[src/rtl/uart_pkg.sv]
// Shared UART definitions: receiver state encoding, default frame width and
// line-level constants, common to the receiver and the transmitter.
package uart_pkg;

  localparam int UART_DATA_BITS = 8;

  localparam logic START_BIT = 1'b0;
  localparam logic STOP_BIT  = 1'b1;

  typedef enum logic [2:0] {
    IDLE   = 3'd0,
    START  = 3'd1,
    DATA   = 3'd2,
    STOP   = 3'd3,
    BREAK  = 3'd4,
    PARITY = 3'd5
  } rx_state_e;

endpackage

[src/rtl/uart_rx_if.sv]
// CPU-side view of the receiver holding register. parity_err exists only
// when UART_RX_PARITY_EN is defined.
interface uart_rx_if import uart_pkg::*; #(
  parameter int DATA_BITS = UART_DATA_BITS
) ();

  logic                 read_ack;
  logic [DATA_BITS-1:0] data;
  logic                 valid;
  logic                 framing_err;
  logic                 overrun;
  logic                 busy;
`ifdef UART_RX_PARITY_EN
  logic                 parity_err;
`endif

  modport master (
    input  read_ack,
    output data, valid, framing_err, overrun, busy
`ifdef UART_RX_PARITY_EN
    , output parity_err
`endif
  );

  modport slave (
    output read_ack,
    input  data, valid, framing_err, overrun, busy
`ifdef UART_RX_PARITY_EN
    , input parity_err
`endif
  );

endinterface

[src/rtl/uart_rx_sync.sv]
// Two-flop synchronizer for the asynchronous rx pin; resets to the idle
// (high) line level so a reset never looks like a start bit.
module uart_rx_sync (
  input  logic clk,
  input  logic rst_n,
  input  logic d,
  output logic q
);

  logic meta;

  // NOTE: non-blocking assignments keep meta and q as two distinct stages;
  // blocking ones here would collapse the chain into a single flop.
  always_ff @(posedge clk) begin
    if (!rst_n) begin
      meta <= 1'b1;
      q    <= 1'b1;
    end else begin
      meta <= d;
      q    <= meta;
    end
  end

endmodule

[src/rtl/uart_rx.sv]
// Oversampling UART receiver with a one-deep holding register. OVERSAMPLE
// must be even and >= 4. Define UART_RX_PARITY_EN for an even-parity bit.
module uart_rx import uart_pkg::*; #(
  parameter int OVERSAMPLE = 16,
  parameter int DATA_BITS  = UART_DATA_BITS
) (
  input  logic      clk,
  input  logic      rst_n,
  input  logic      sample_tick,
  input  logic      rx,
  uart_rx_if.master bus
);

  localparam int TICK_W = $clog2(OVERSAMPLE);
  localparam int BIT_W  = $clog2(DATA_BITS + 1);

  localparam logic [TICK_W-1:0] TICK_MID  = TICK_W'(OVERSAMPLE / 2 - 1);
  localparam logic [TICK_W-1:0] TICK_END  = TICK_W'(OVERSAMPLE - 1);
  localparam logic [BIT_W-1:0]  BIT_LAST  = BIT_W'(DATA_BITS - 1);

  localparam logic [2:0] S_IDLE   = IDLE;
  localparam logic [2:0] S_START  = START;
  localparam logic [2:0] S_DATA   = DATA;
  localparam logic [2:0] S_STOP   = STOP;
  localparam logic [2:0] S_BREAK  = BREAK;
`ifdef UART_RX_PARITY_EN
  localparam logic [2:0] S_PARITY = PARITY;
`endif

  logic                 rx_s;
  logic [2:0]           state;
  logic [TICK_W-1:0]    tick_cnt;
  logic [BIT_W-1:0]     bit_cnt;
  logic [DATA_BITS-1:0] shift;
  logic                 load;
  logic                 ack;
`ifdef UART_RX_PARITY_EN
  logic                 parity_bit;
`endif

  uart_rx_sync u_sync (
    .clk   (clk),
    .rst_n (rst_n),
    .d     (rx),
    .q     (rx_s)
  );

  assign load     = sample_tick && (state == S_STOP) && (tick_cnt == TICK_END);
  assign ack      = bus.read_ack && bus.valid;
  assign bus.busy = (state != S_IDLE);

  // Frame sequencer; every transition waits for a sample tick.
  always_ff @(posedge clk) begin
    if (!rst_n) begin
      state    <= S_IDLE;
      tick_cnt <= '0;
      bit_cnt  <= '0;
      shift    <= '0;
`ifdef UART_RX_PARITY_EN
      parity_bit <= 1'b0;
`endif
    end else if (sample_tick) begin
      tick_cnt <= (tick_cnt == TICK_END) ? '0 : tick_cnt + 1'b1;
      case (state)
        S_IDLE: begin
          if (rx_s == START_BIT) begin
            state    <= S_START;
            tick_cnt <= '0;
          end
        end
        S_START: begin
          if (tick_cnt == TICK_MID) begin
            tick_cnt <= '0;
            bit_cnt  <= '0;
            state    <= (rx_s == START_BIT) ? S_DATA : S_IDLE;
          end
        end
        S_DATA: begin
          if (tick_cnt == TICK_END) begin
            tick_cnt <= '0;
            shift    <= {rx_s, shift[DATA_BITS-1:1]};
            bit_cnt  <= bit_cnt + 1'b1;
            if (bit_cnt == BIT_LAST) begin
`ifdef UART_RX_PARITY_EN
              state <= S_PARITY;
`else
              state <= S_STOP;
`endif
            end
          end
        end
`ifdef UART_RX_PARITY_EN
        S_PARITY: begin
          if (tick_cnt == TICK_END) begin
            tick_cnt   <= '0;
            parity_bit <= rx_s;
            state      <= S_STOP;
          end
        end
`endif
        S_STOP: begin
          if (tick_cnt == TICK_END) begin
            tick_cnt <= '0;
            state    <= (rx_s == STOP_BIT) ? S_IDLE : S_BREAK;
          end
        end
        S_BREAK: begin
          // A line held low after a bad stop bit must not restart a frame.
          if (rx_s == STOP_BIT) state <= S_IDLE;
        end
        default: state <= S_IDLE;
      endcase
    end
  end

  // Holding register: a load always wins over a coincident read_ack.
  always_ff @(posedge clk) begin
    if (!rst_n) begin
      bus.data        <= '0;
      bus.valid       <= 1'b0;
      bus.framing_err <= 1'b0;
      bus.overrun     <= 1'b0;
`ifdef UART_RX_PARITY_EN
      bus.parity_err  <= 1'b0;
`endif
    end else if (load) begin
      bus.data        <= shift;
      bus.valid       <= 1'b1;
      bus.framing_err <= (rx_s != STOP_BIT);
`ifdef UART_RX_PARITY_EN
      bus.parity_err  <= parity_bit ^ (^shift);
`endif
      if (bus.valid && !bus.read_ack) bus.overrun <= 1'b1;
      else if (ack)                   bus.overrun <= 1'b0;
    end else if (ack) begin
      bus.valid   <= 1'b0;
      bus.overrun <= 1'b0;
    end
  end

endmodule

[src/flat_wrapper.sv]
// flat-port wrapper written by rule: the top's interface ports become plain ports
module uart_rx_flat import uart_pkg::*;
#(
  parameter int OVERSAMPLE = 16,
  parameter int DATA_BITS  = UART_DATA_BITS
)
  (clk, rst_n, sample_tick, rx, bus_read_ack, bus_data, bus_valid, bus_framing_err, bus_overrun, bus_busy);
  uart_rx_if #(.DATA_BITS(DATA_BITS)) bus_i ();
  input  logic clk;
  input  logic rst_n;
  input  logic sample_tick;
  input  logic rx;
  input wire logic [$bits(bus_i.read_ack)-1:0] bus_read_ack;
  output wire logic [$bits(bus_i.data)-1:0] bus_data;
  output wire logic [$bits(bus_i.valid)-1:0] bus_valid;
  output wire logic [$bits(bus_i.framing_err)-1:0] bus_framing_err;
  output wire logic [$bits(bus_i.overrun)-1:0] bus_overrun;
  output wire logic [$bits(bus_i.busy)-1:0] bus_busy;
  assign bus_i.read_ack = bus_read_ack;
  assign bus_data = bus_i.data;
  assign bus_valid = bus_i.valid;
  assign bus_framing_err = bus_i.framing_err;
  assign bus_overrun = bus_i.overrun;
  assign bus_busy = bus_i.busy;
  uart_rx #(.OVERSAMPLE(OVERSAMPLE), .DATA_BITS(DATA_BITS)) u_core (.clk(clk), .rst_n(rst_n), .sample_tick(sample_tick), .rx(rx), .bus(bus_i));
endmodule
[config.mk]
export PLATFORM = sky130hd
export DESIGN_NAME = uart_rx_flat
export DESIGN_NICKNAME = d
export VERILOG_FILES = /design/src/rtl/uart_pkg.sv /design/src/rtl/uart_rx_if.sv /design/src/rtl/uart_rx_sync.sv /design/src/rtl/uart_rx.sv /design/src/flat_wrapper.sv
export SDC_FILE = /design/constraint.sdc
export NUM_CORES = 1
export LEC_CHECK = 0
export ABC_CLOCK_PERIOD_IN_PS = 3850
export CORE_AREA = 2 2 50 75
export DETAILED_ROUTE_END_ITERATION = 12
export DIE_AREA = 0 0 52 77
export SLEW_MARGIN = 20
export SYNTH_ARGS = -nofsm -noshare
export SYNTH_HDL_FRONTEND = slang
export SYNTH_HIERARCHICAL = 1
export SYNTH_SLANG_ARGS = --single-unit
[constraint.sdc]
create_clock -name clk -period 3.85 [get_ports clk]
set_input_delay 0.77 -clock clk [delete_from_list [all_inputs] [get_ports clk]]
set_output_delay 0.77 -clock clk [all_outputs]
set_load 0.02 [all_outputs]
==> impl_metrics.csv, run 1 <==
group,metric,value,unit
sta,layout_setup_ws,1.42,ns
min_path,min-delay-start,"u_core/u_sync/meta",
critical_path,endpoint_kind,"output pin",
layout,instances_no_fill,209,
pwr,power_switching,135,uW
clocking,holdBufCountCts,0,
clocking,cts-root-buf,"clkbuf_8",
logic_synthesis,synth-simple-area-share,26.2,%
logic_synthesis,yosysUniqueCellTypes,39,
pwr,power_density,354,mW/mm^2
critical_path,cp_max_fo,12,
detailed_routing,wl_met3,72,microns
placed_design,port-buffer-count,16,
logic_synthesis,avgSynthCellArea,9.59,sq um
layout,fill_cells,332,
sta,setup_tns,0,ns
floorplanning,core,0.00335,sq mm
floorplanning,fp.dieH,77,microns
detailed_routing,ant_nets,0,
sta,finalHoldViolations,0,
min_path,hp-class,"register to register",
logic_synthesis,synth_top_family_by_area,"simple AND/OR/NAND/NOR gates",
logic_synthesis,synth_warnings,6,
detailed_routing,met2_length,1410,microns
pwr,internal_power,473,uW
clocking,ctsResizeCount,0,
layout,antennaDiodeCount,0,
detailed_routing,drt-total-wl,2740,microns
sta,slew_viol_final,0,
logic_synthesis,syn_area,0.00147,sq mm
detailed_routing,viasPerCell,5.29,
logic_synthesis,syn_inst,153,
critical_path,critical_path_class,"register to output pin",
pwr,power_frac_clock,39.3,%
placed_design,gp_congestion,0.819,
clocking,cts_buffers,5,
critical_path,start_kind,"register",
floorplanning,fp.dieArea,0.00400,sq mm
clocking,cts_max_level,2,
clocking,ctsLongestPathBuffers,2,
pwr,p_seq_share,55.7,%
layout,final_layout_size_suffix_gt1_share,5.99,%
logic_synthesis,synth_top_area_share,43.6,%
floorplanning,rows,26,
pwr,p_comb_share,5.0,%
logic_synthesis,synth_xor_xnor_area_share,0,%
outcome,status,"completed",
clocking,cts_tree,"done",
critical_path,reg2reg_from,"u_core/state[1]",
detailed_routing,highest_layer,"met4",
logic_synthesis,synth_edf_count,0,
detailed_routing,drt-met1-wl,1210,microns
clocking,clock-sinks,32,
logic_synthesis,async_flop_share,0,%
sta,max_freq,0.412,GHz
sta,setup_viol,0,
grt,grt_pass1_wl,4900,microns
sta,slew_headroom,52.3,%
grt,grt_pass1_vias,1116,
run,cap_violations,0,
detailed_routing,vias,1106,
logic_synthesis,synth-compound-area-share,12.6,%
clocking,cts_setup_buffers,0,
grt,overflow,0,
sta,period_share,63.1,%
detailed_routing,drtPass1Iterations,4,
pwr,p_sw_share,22.2,%
placed_design,place_area,0.00164,sq mm
grt,grt_use_total,16.1,%
placed_design,dp.cells,202,
layout,fin_nets,174,
placed_design,hpwl,1920,microns
logic_synthesis,synthMuxAreaShare,11.6,%
sta,rsz0062_at_grt,"false",
logic_synthesis,yosys.area.top_type,"dfxtp_1",
layout,final_area,0.00172,sq mm
critical_path,arrival,1.66,ns
logic_synthesis,synth.area.top_cells,"dfxtp_1, mux2i_1, nor2b_1, nand2_1, a21boi_0",
sta,finalCriticalPeriod,2.43,ns
floorplanning,die_w,52,microns
logic_synthesis,yosysSeqAreaShare,43.6,%
logic_synthesis,ys_ff_latch,32,
detailed_routing,wl_per_cell,13.1,microns
logic_synthesis,ys.flop_type,"dfxtp_1",
logic_synthesis,synth_fa_ha_area_share,1.71,%
critical_path,startpoint,"u_core/state[2]",
pwr,design_power_total,608,uW
clocking,clock_latency,0.28,ns
grt,antenna_found_initial,0,
sta,worstMarginPinSlew,0.714,ns
detailed_routing,drc,0,
floorplanning,start_util,43.8,%
layout,area_growth_syn_to_layout,17.1,%
pwr,vdd_drop_max,317,uV
clocking,clkTransAtPathRegs,0.06,ns
grt,grt_max_degree,22,
sta,fin_skew,0.00664,ns
floorplanning,io_pins,17,
placed_design,pre_cts_ws,1.15,ns
pwr,p_leak,0.000658,uW
detailed_routing,drtIter0Drc,16,
logic_synthesis,syn_nets,160,
critical_path,critical_path_required,3.08,ns
critical path, stage by stage (launching register included):
cell and delay, ns:
dfxtp_1 0.44, or3_1 0.41, clkdlybuf4s50_1 0.54
final cells by class:
cell class / instances / area, sq um / area share, %
Timing Repair Buffer: 17 / 168 / 9.76
Sequential cell: 32 / 641 / 37.3
Multi-Input combinational cell: 107 / 764 / 44.5
Clock inverter: 1 / 5.00 / 0.291
Inverter: 4 / 15.0 / 0.874
Clock buffer: 6 / 72.6 / 4.22
Tap cell: 42 / 52.6 / 3.06
sequential cells by signal, indices dropped and copies added, names as in the netlist, named ones only:
signal                  count
u_core/tick_cnt             4
u_core/bus.framing_err      1
u_core/shift                8
u_core/bus.data             8
u_core/u_sync/meta          1
u_core/bus.valid            1
u_core/state                3
u_core/u_sync/q             1
u_core/bit_cnt              4
power by group through the flow:
stage / Sequential (uW) / Clock, uW / Combinational [uW]
after floorplan: 344 / 0 / 22.0
after global placement: 346 / 0 / 30.3
after detailed placement: 346 / 0 / 30.7
after CTS: 338 / 250 / 30.8
after global routing: 339 / 264 / 33.6
final: 338 / 239 / 30.5
worst paths after layout:
| check | depth (start not counted) | to | slack (ns) |
|---|---|---|---|
| worst max-delay path | 2 | bus_busy | 1.42 |
| worst min-delay path | 1 | u_core/u_sync/q | 0.43 |
| worst min register to register | 1 | u_core/u_sync/q | 0.43 |
| worst max register to register | 4 | u_core/shift[4] | 1.71 |
cell families (layout without fill, tap and decap cells):
kind of cell / count (synthesis) / in the layout
and+or+nand+nor: 64 / 64
DFF: 32 / 32
AOI/OAI and AO/OA: 24 / 24
muxes: 17 / 17
buffers and inverters: 14 / 28
adders and majority gates: 2 / 2
per-stage QoR:
stage	hold slack, ns	util (%)
after floorplan	0.386	-
after global placement	0.422	49.0
after detailed placement	0.420	49.0
after CTS	0.435	51.3
after global routing	0.462	51.3
final	0.426	51.3
cell usage in the layout (no fill, tap or decap), types with 2 or more instances in the layout:
cell / n
nand4_1: 3
nand2b_1: 3
a31oi_1: 2
mux2i_1: 17
clkdlybuf4s50_1: 16
a21boi_0: 5
and3_1: 3
o211ai_1: 2
clkbuf_8: 5
nand3_1: 5
a21oi_1: 2
nand2_1: 11
or3_1: 2
ha_1: 2
nor3b_1: 3
inv_1: 4
o21ai_0: 5
and2_1: 3
nor2b_1: 17
nor2_1: 3
nand3b_1: 3
dfxtp_1: 32
cell usage after synthesis (all sizes together) (2+ instances only):
master	number
o21ai	6
nor3b	3
dfxtp	32
nand2b	3
clkbuf	7
nor2	3
a21oi	2
nand3b	3
a31oi	2
mux2i	17
or3	2
ha	2
nand3	5
a21boi	5
and3	3
o211ai	2
nand4	3
buf	3
nand2	11
and2	3
nor2b	17
inv	4
metal layers:
metal	vias up	GRT usage, %
met1	522	18.2
met2	12	26.8
met3	5	4.47
met4	0	7.89
li1	567	-
met5	-	0
No activity file was read; power rests on OpenSTA's default activity.
==> inputs of run 2 (changes only) <==
--- a/config.mk
+++ b/config.mk
@@ -5,10 +5,11 @@
 export SDC_FILE = /design/constraint.sdc
 export NUM_CORES = 1
 export LEC_CHECK = 0
-export ABC_CLOCK_PERIOD_IN_PS = 3850
+export ABC_CLOCK_PERIOD_IN_PS = 2200
 export CORE_AREA = 2 2 50 75
 export DETAILED_ROUTE_END_ITERATION = 12
 export DIE_AREA = 0 0 52 77
+export PLACE_DENSITY = 0.67
 export SLEW_MARGIN = 20
 export SYNTH_ARGS = -nofsm -noshare
 export SYNTH_HDL_FRONTEND = slang
==> constraint.sdc (replaced) <==
create_clock -name clk -period 2.2 [get_ports clk]
set_input_delay 0.44 -clock clk [delete_from_list [all_inputs] [get_ports clk]]
set_output_delay 0.44 -clock clk [all_outputs]
set_load 0.02 [all_outputs]
==> run 2 against run 1 <==
Effect of this change:
- die area unchanged
- hold slack lost 0.018 ns
- sequential power is 75% higher
- clock power increased by 130%
- flip-flop and latch count is the same
- via count increased by 5.3%
- core utilization up 2.7 points
- total power rose by 99%
==> impl_metrics.csv, run 2 (synthesis gave the netlist of run 1 again) <==
group,metric,value,unit
outcome,status,"completed",
critical_path,r2r_cells,4,
layout,top_regs,"u_core/bus.data (8), u_core/shift (8)",
placed_design,place_area,0.00170,sq mm
layout,final_cell_mix,"dfxtp_1, mux2i_1, nor2b_1, clkdlybuf4s50_1, nand2_1",
critical_path,start_kind,"register",
clocking,cts_buffers,5,
critical_path,critical_path_required,1.76,ns
pwr,p_leak,0.000706,uW
pwr,power_density,667,mW/mm^2
grt,grt_use_total,17.6,%
clocking,cts-root-buf,"clkbuf_8",
sta,max_freq,0.483,GHz
sta,finalCriticalPeriod,2.07,ns
detailed_routing,wl_per_cell,14.0,microns
critical_path,r2r-end,"u_core/bit_cnt[2]",
grt,overflow,0,
floorplanning,die_w,52,microns
placed_design,hpwl,2110,microns
floorplanning,io_pins,17,
layout,final_layout_size_suffix_gt1_share,10.3,%
pwr,vdd_drop_max,639,uV
layout,fin_nets,180,
critical_path,cp_max_fo,13,
sta,rsz0062_at_grt,"false",
critical_path,startpoint,"u_core/state[1]",
run,cap_violations,0,
sta,period_share,94.1,%
layout,fill_cells,319,
sta,worst_hold_slack,0.408,ns
clocking,ctsLongestPathBuffers,2,
layout,area_growth_syn_to_layout,23.3,%
layout,final_area,0.00181,sq mm
critical_path,arrival,1.63,ns
clocking,cts_tree,"done",
detailed_routing,drtPass1Iterations,4,
sta,slew_viol_final,0,
layout,seq_area,641,sq um
floorplanning,fp.dieH,77,microns
sta,setup_tns,0,ns
detailed_routing,drt-total-wl,3030,microns
floorplanning,fp.dieArea,0.00400,sq mm
grt,grt_pass1_vias,1179,
placed_design,port-buffer-count,16,
clocking,clkTransAtPathRegs,0.07,ns
detailed_routing,drtIter0Drc,18,
critical_path,endpoint_kind,"output pin",
detailed_routing,ant_nets,0,
grt,grt_pass1_wl,5250,microns
grt,grt_max_degree,36,
layout,layout_commonest_cell,"dfxtp_1",
sta,slew_headroom,67.7,%
floorplanning,core,0.00335,sq mm
detailed_routing,viasPerCell,5.39,
clocking,holdBufCountCts,0,
critical_path,rrSetupSlack,0.28,ns
layout,antennaDiodeCount,0,
floorplanning,start_util,43.8,%
sta,worstMarginPinSlew,0.480,ns
clocking,clock_latency,0.28,ns
detailed_routing,vias,1165,
layout,multi_input_area,764,sq um
detailed_routing,drc,0,
clocking,cts_max_level,2,
sta,setup_viol,0,
grt,antenna_found_initial,0,
sta,fin_skew,0.00498,ns
placed_design,gp_congestion,0.752,
floorplanning,rows,26,
clocking,cts_setup_buffers,0,
clocking,clock-sinks,32,
sta,finalHoldViolations,0,
critical_path,critical_path_class,"register to output pin",
clocking,ctsResizeCount,0,
critical_path,crit_end,"bus_busy",
min_path,hp-class,"register to register",
critical_path,reg2reg_from,"u_core/state[0]",
run 2: changes by cell type in the layout (fill, tap and decap cells not counted):
| cell | before | now |
|---|---|---|
| clkbuf_1 | 1 | 0 |
| bufinv_16 | 0 | 1 |
| buf_4 | 1 | 6 |
| buf_12 | 0 | 1 |
| clkinvlp_4 | 0 | 1 |
run 2: cell type report:
class	count	share of cell area, %
clock buffers	5	3.80
clock inverters	3	2.35
inverters	4	0.830
multi-input cells	107	42.3
flip-flops and latches	32	35.4
well taps	42	2.90
repair buffers	23	12.4
run 2: report_power, final:
part           total [uW]  switching (uW)  internal, uW
clock                 554             219           335
combinational        61.0            27.8          33.2
sequential            592            7.53           585
run 2: worst min-delay path by stage:
stage,end,slack (ns),from,cells past startpoint
after detailed placement,u_core/u_sync/q,0.40,u_core/u_sync/meta,1
after global routing,u_core/u_sync/q,0.43,u_core/u_sync/meta,1
after CTS,u_core/u_sync/q,0.42,u_core/u_sync/meta,1
after floorplan,u_core/u_sync/q,0.39,u_core/u_sync/meta,1
final,u_core/u_sync/q,0.41,u_core/u_sync/meta,1
after global placement,u_core/u_sync/q,0.40,u_core/u_sync/meta,1
run 2: metrics by stage:
stage,instances,worst slack (ns),total power (uW),utilization [%]
after floorplan,153,0.489,640,-
after global placement,208,0.216,664,50.7
after detailed placement,208,0.125,666,50.7
after CTS,216,0.113,1230,54.0
after global routing,216,0.0533,1270,54.0
final,216,0.130,1210,54.0
run 2: layer usage:
layer | track usage, % | share of wire, %
met1 | 18.7 | 39
met2 | 30.5 | 55
met3 | 5.25 | 3.7
met4 | 7.89 | 1.9
met5 | 0 | 0
run 2: worst max-delay path, cell delays in order, from the launching register on:
cell and delay (ns):
dfxtp_1 0.42, or3_1 0.38, clkdlybuf4s50_1 0.54
==> inputs of run 3 (changes only) <==
--- a/config.mk
+++ b/config.mk
@@ -5,11 +5,10 @@
 export SDC_FILE = /design/constraint.sdc
 export NUM_CORES = 1
 export LEC_CHECK = 0
-export ABC_CLOCK_PERIOD_IN_PS = 2200
-export CORE_AREA = 2 2 50 75
+export ABC_CLOCK_PERIOD_IN_PS = 2250
+export CORE_AREA = 2 2 56 68
 export DETAILED_ROUTE_END_ITERATION = 12
-export DIE_AREA = 0 0 52 77
-export PLACE_DENSITY = 0.67
+export DIE_AREA = 0 0 58 70
 export SLEW_MARGIN = 20
 export SYNTH_ARGS = -nofsm -noshare
 export SYNTH_HDL_FRONTEND = slang
==> constraint.sdc (replaced) <==
create_clock -name clk -period 2.25 [get_ports clk]
set_input_delay 0.45 -clock clk [delete_from_list [all_inputs] [get_ports clk]]
set_output_delay 0.45 -clock clk [all_outputs]
set_load 0.02 [all_outputs]
==> run 3 against run 2 <==
Effect of this change:
- global-route usage fell by 1.1 points
- largest cell class unchanged
- sequential share of layout area barely moved
- non-clock buffer count rose by 2
- setup slack improved by 0.092 ns
- clock power rose by 1%
- count of clock-buffer cells in the layout did not move
- flip-flop and latch count did not move
- core utilization fell by 2.0 points
==> impl_metrics.csv, run 3 (synthesis gave the netlist of run 1 again) <==
group,metric,value,unit
grt,antenna_found_initial,0,
placed_design,place_area,0.00170,sq mm
grt,overflow,0,
detailed_routing,wl_per_cell,13.6,microns
floorplanning,rows,24,
layout,antennaDiodeCount,0,
detailed_routing,viasPerCell,5.30,
placed_design,port-buffer-count,16,
clocking,ctsResizeCount,0,
layout,fill_cells,345,
sta,setup_tns,0,ns
clocking,clock_latency,0.29,ns
floorplanning,die_w,58,microns
clocking,cts-root-buf,"clkbuf_8",
placed_design,hpwl,2000,microns
critical_path,reg2reg_from,"u_core/state[0]",
pwr,p_leak,0.000712,uW
sta,layout_setup_ws,0.222,ns
critical_path,max_stage_delay,0.54,ns
pwr,power_density,661,mW/mm^2
critical_path,cp_top_family,"buffers and inverters",
sta,setup_viol,0,
outcome,status,"completed",
clocking,clock-sinks,32,
grt,grt_pass1_vias,1127,
sta,period_share,90.1,%
sta,max_freq,0.493,GHz
layout,seq_area,641,sq um
sta,worstMarginPinSlew,0.423,ns
layout,layout_commonest_cell,"dfxtp_1",
pwr,design_power_total,1200,uW
critical_path,r2r_cells,4,
layout,area_growth_syn_to_layout,23.4,%
pwr,vdd_drop_max,589,uV
critical_path,start_kind,"register",
run,cap_violations,0,
layout,top_regs,"u_core/bus.data (8), u_core/shift (8)",
layout,multi_input_area,764,sq um
floorplanning,start_util,42.1,%
grt,grt_max_degree,22,
min_path,min-delay-start,"u_core/u_sync/meta",
placed_design,gp_congestion,0.829,
grt,grt_pass1_wl,5100,microns
critical_path,critical_path_class,"register to output pin",
clocking,clkTransAtPathRegs,0.07,ns
critical_path,cp_max_fo,13,
floorplanning,fp.dieArea,0.00406,sq mm
critical_path,endpoint_kind,"output pin",
clocking,cts_max_level,2,
grt,grt_use_total,16.5,%
critical_path,rrSetupSlack,0.32,ns
min_path,hold_depth,1,
sta,fin_skew,0.00430,ns
critical_path,critical_path_required,1.80,ns
detailed_routing,drtPass1Iterations,4,
min_path,hold_end,"u_core/u_sync/q",
critical_path,path_buf_inv,1,
clocking,holdBufCountCts,0,
critical_path,crit_slowest_cell,"clkdlybuf4s50_1",
clocking,cts_buffers,5,
sta,finalCriticalPeriod,2.03,ns
layout,final_area,0.00181,sq mm
detailed_routing,drt-total-wl,2920,microns
clocking,cts_tree,"done",
layout,final_layout_size_suffix_gt1_share,11.4,%
critical_path,r2r-end,"u_core/bit_cnt[2]",
layout,final_cell_mix,"dfxtp_1, mux2i_1, nor2b_1, clkdlybuf4s50_1, nand2_1",
min_path,hp-class,"register to register",
placed_design,pre_cts_ws,0.258,ns
layout,fin_nets,182,
detailed_routing,ant_nets,0,
floorplanning,io_pins,17,
detailed_routing,vias,1140,
detailed_routing,drc,0,
floorplanning,fp.dieH,70,microns
clocking,cts_setup_buffers,0,
sta,rsz0062_at_grt,"false",
detailed_routing,drtIter0Drc,42,
layout,postLayoutCoreUtil,52.0,%
sta,slew_viol_final,0,
critical_path,cp_cell_sequence,"or3_1 -> clkdlybuf4s50_1",
sta,slew_headroom,71.6,%
sta,finalHoldViolations,0,
floorplanning,core,0.00348,sq mm
critical_path,arrival,1.58,ns
clocking,ctsLongestPathBuffers,2,
## run 3: changes by cell type in the layout (fill, tap and decap cells not counted)
| cell | change |
|---|---|
| buf_4 | +3 |
| clkinv_2 | -1 |
| buf_12 | -1 |
| inv_6 | +1 |
## run 3: layer usage
layer | share of wire [%] | wire (microns) | GRT usage [%] | vias up
li1 | - | - | - | 580
met1 | 45 | 1310 | 19.9 | 534
met2 | 49 | 1420 | 26.5 | 21
met3 | 4.3 | 125 | 5.00 | 5
met4 | 2.0 | 59 | 7.24 | 0
met5 | 0 | 0 | 0 | -
## run 3: layout make-up
| type | instances | area share (%) |
|---|---|---|
| flip-flops and latches | 32 | 35.4 |
| inverters | 4 | 0.829 |
| clock buffers | 5 | 3.80 |
| repair buffers | 25 | 12.6 |
| clock inverters | 3 | 2.56 |
| well taps | 39 | 2.69 |
| multi-input cells | 107 | 42.2 |
## run 3: how the worst max path moves through the flow
stage	startpoint	slack, ns	depth (start not counted)	to
floorplan	sample_tick	0.53	5	u_core/bit_cnt[2]
global placement	sample_tick	0.30	5	u_core/bit_cnt[2]
detailed placement	sample_tick	0.26	5	u_core/bit_cnt[2]
CTS	u_core/state[0]	0.22	2	bus_busy
global route	u_core/state[0]	0.16	2	bus_busy
finish	u_core/state[0]	0.22	2	bus_busy
## run 3: report_power, final
group / switching [uW] / leakage (uW) / internal [uW]
sequential: 7.41 / 0.000259 / 572
combinational: 26.0 / 0.000399 / 31.1
clock: 228 / 0.0000548 / 333
total: 261 / 0.000712 / 936
## run 3: metrics by stage
stage	hold slack, ns	std cells
2_1_floorplan	0.386	153
3_3_place_gp	0.388	207
3_5_place_dp	0.397	207
4_1_cts	0.420	215
5_1_grt	0.458	215
6_report	0.416	215
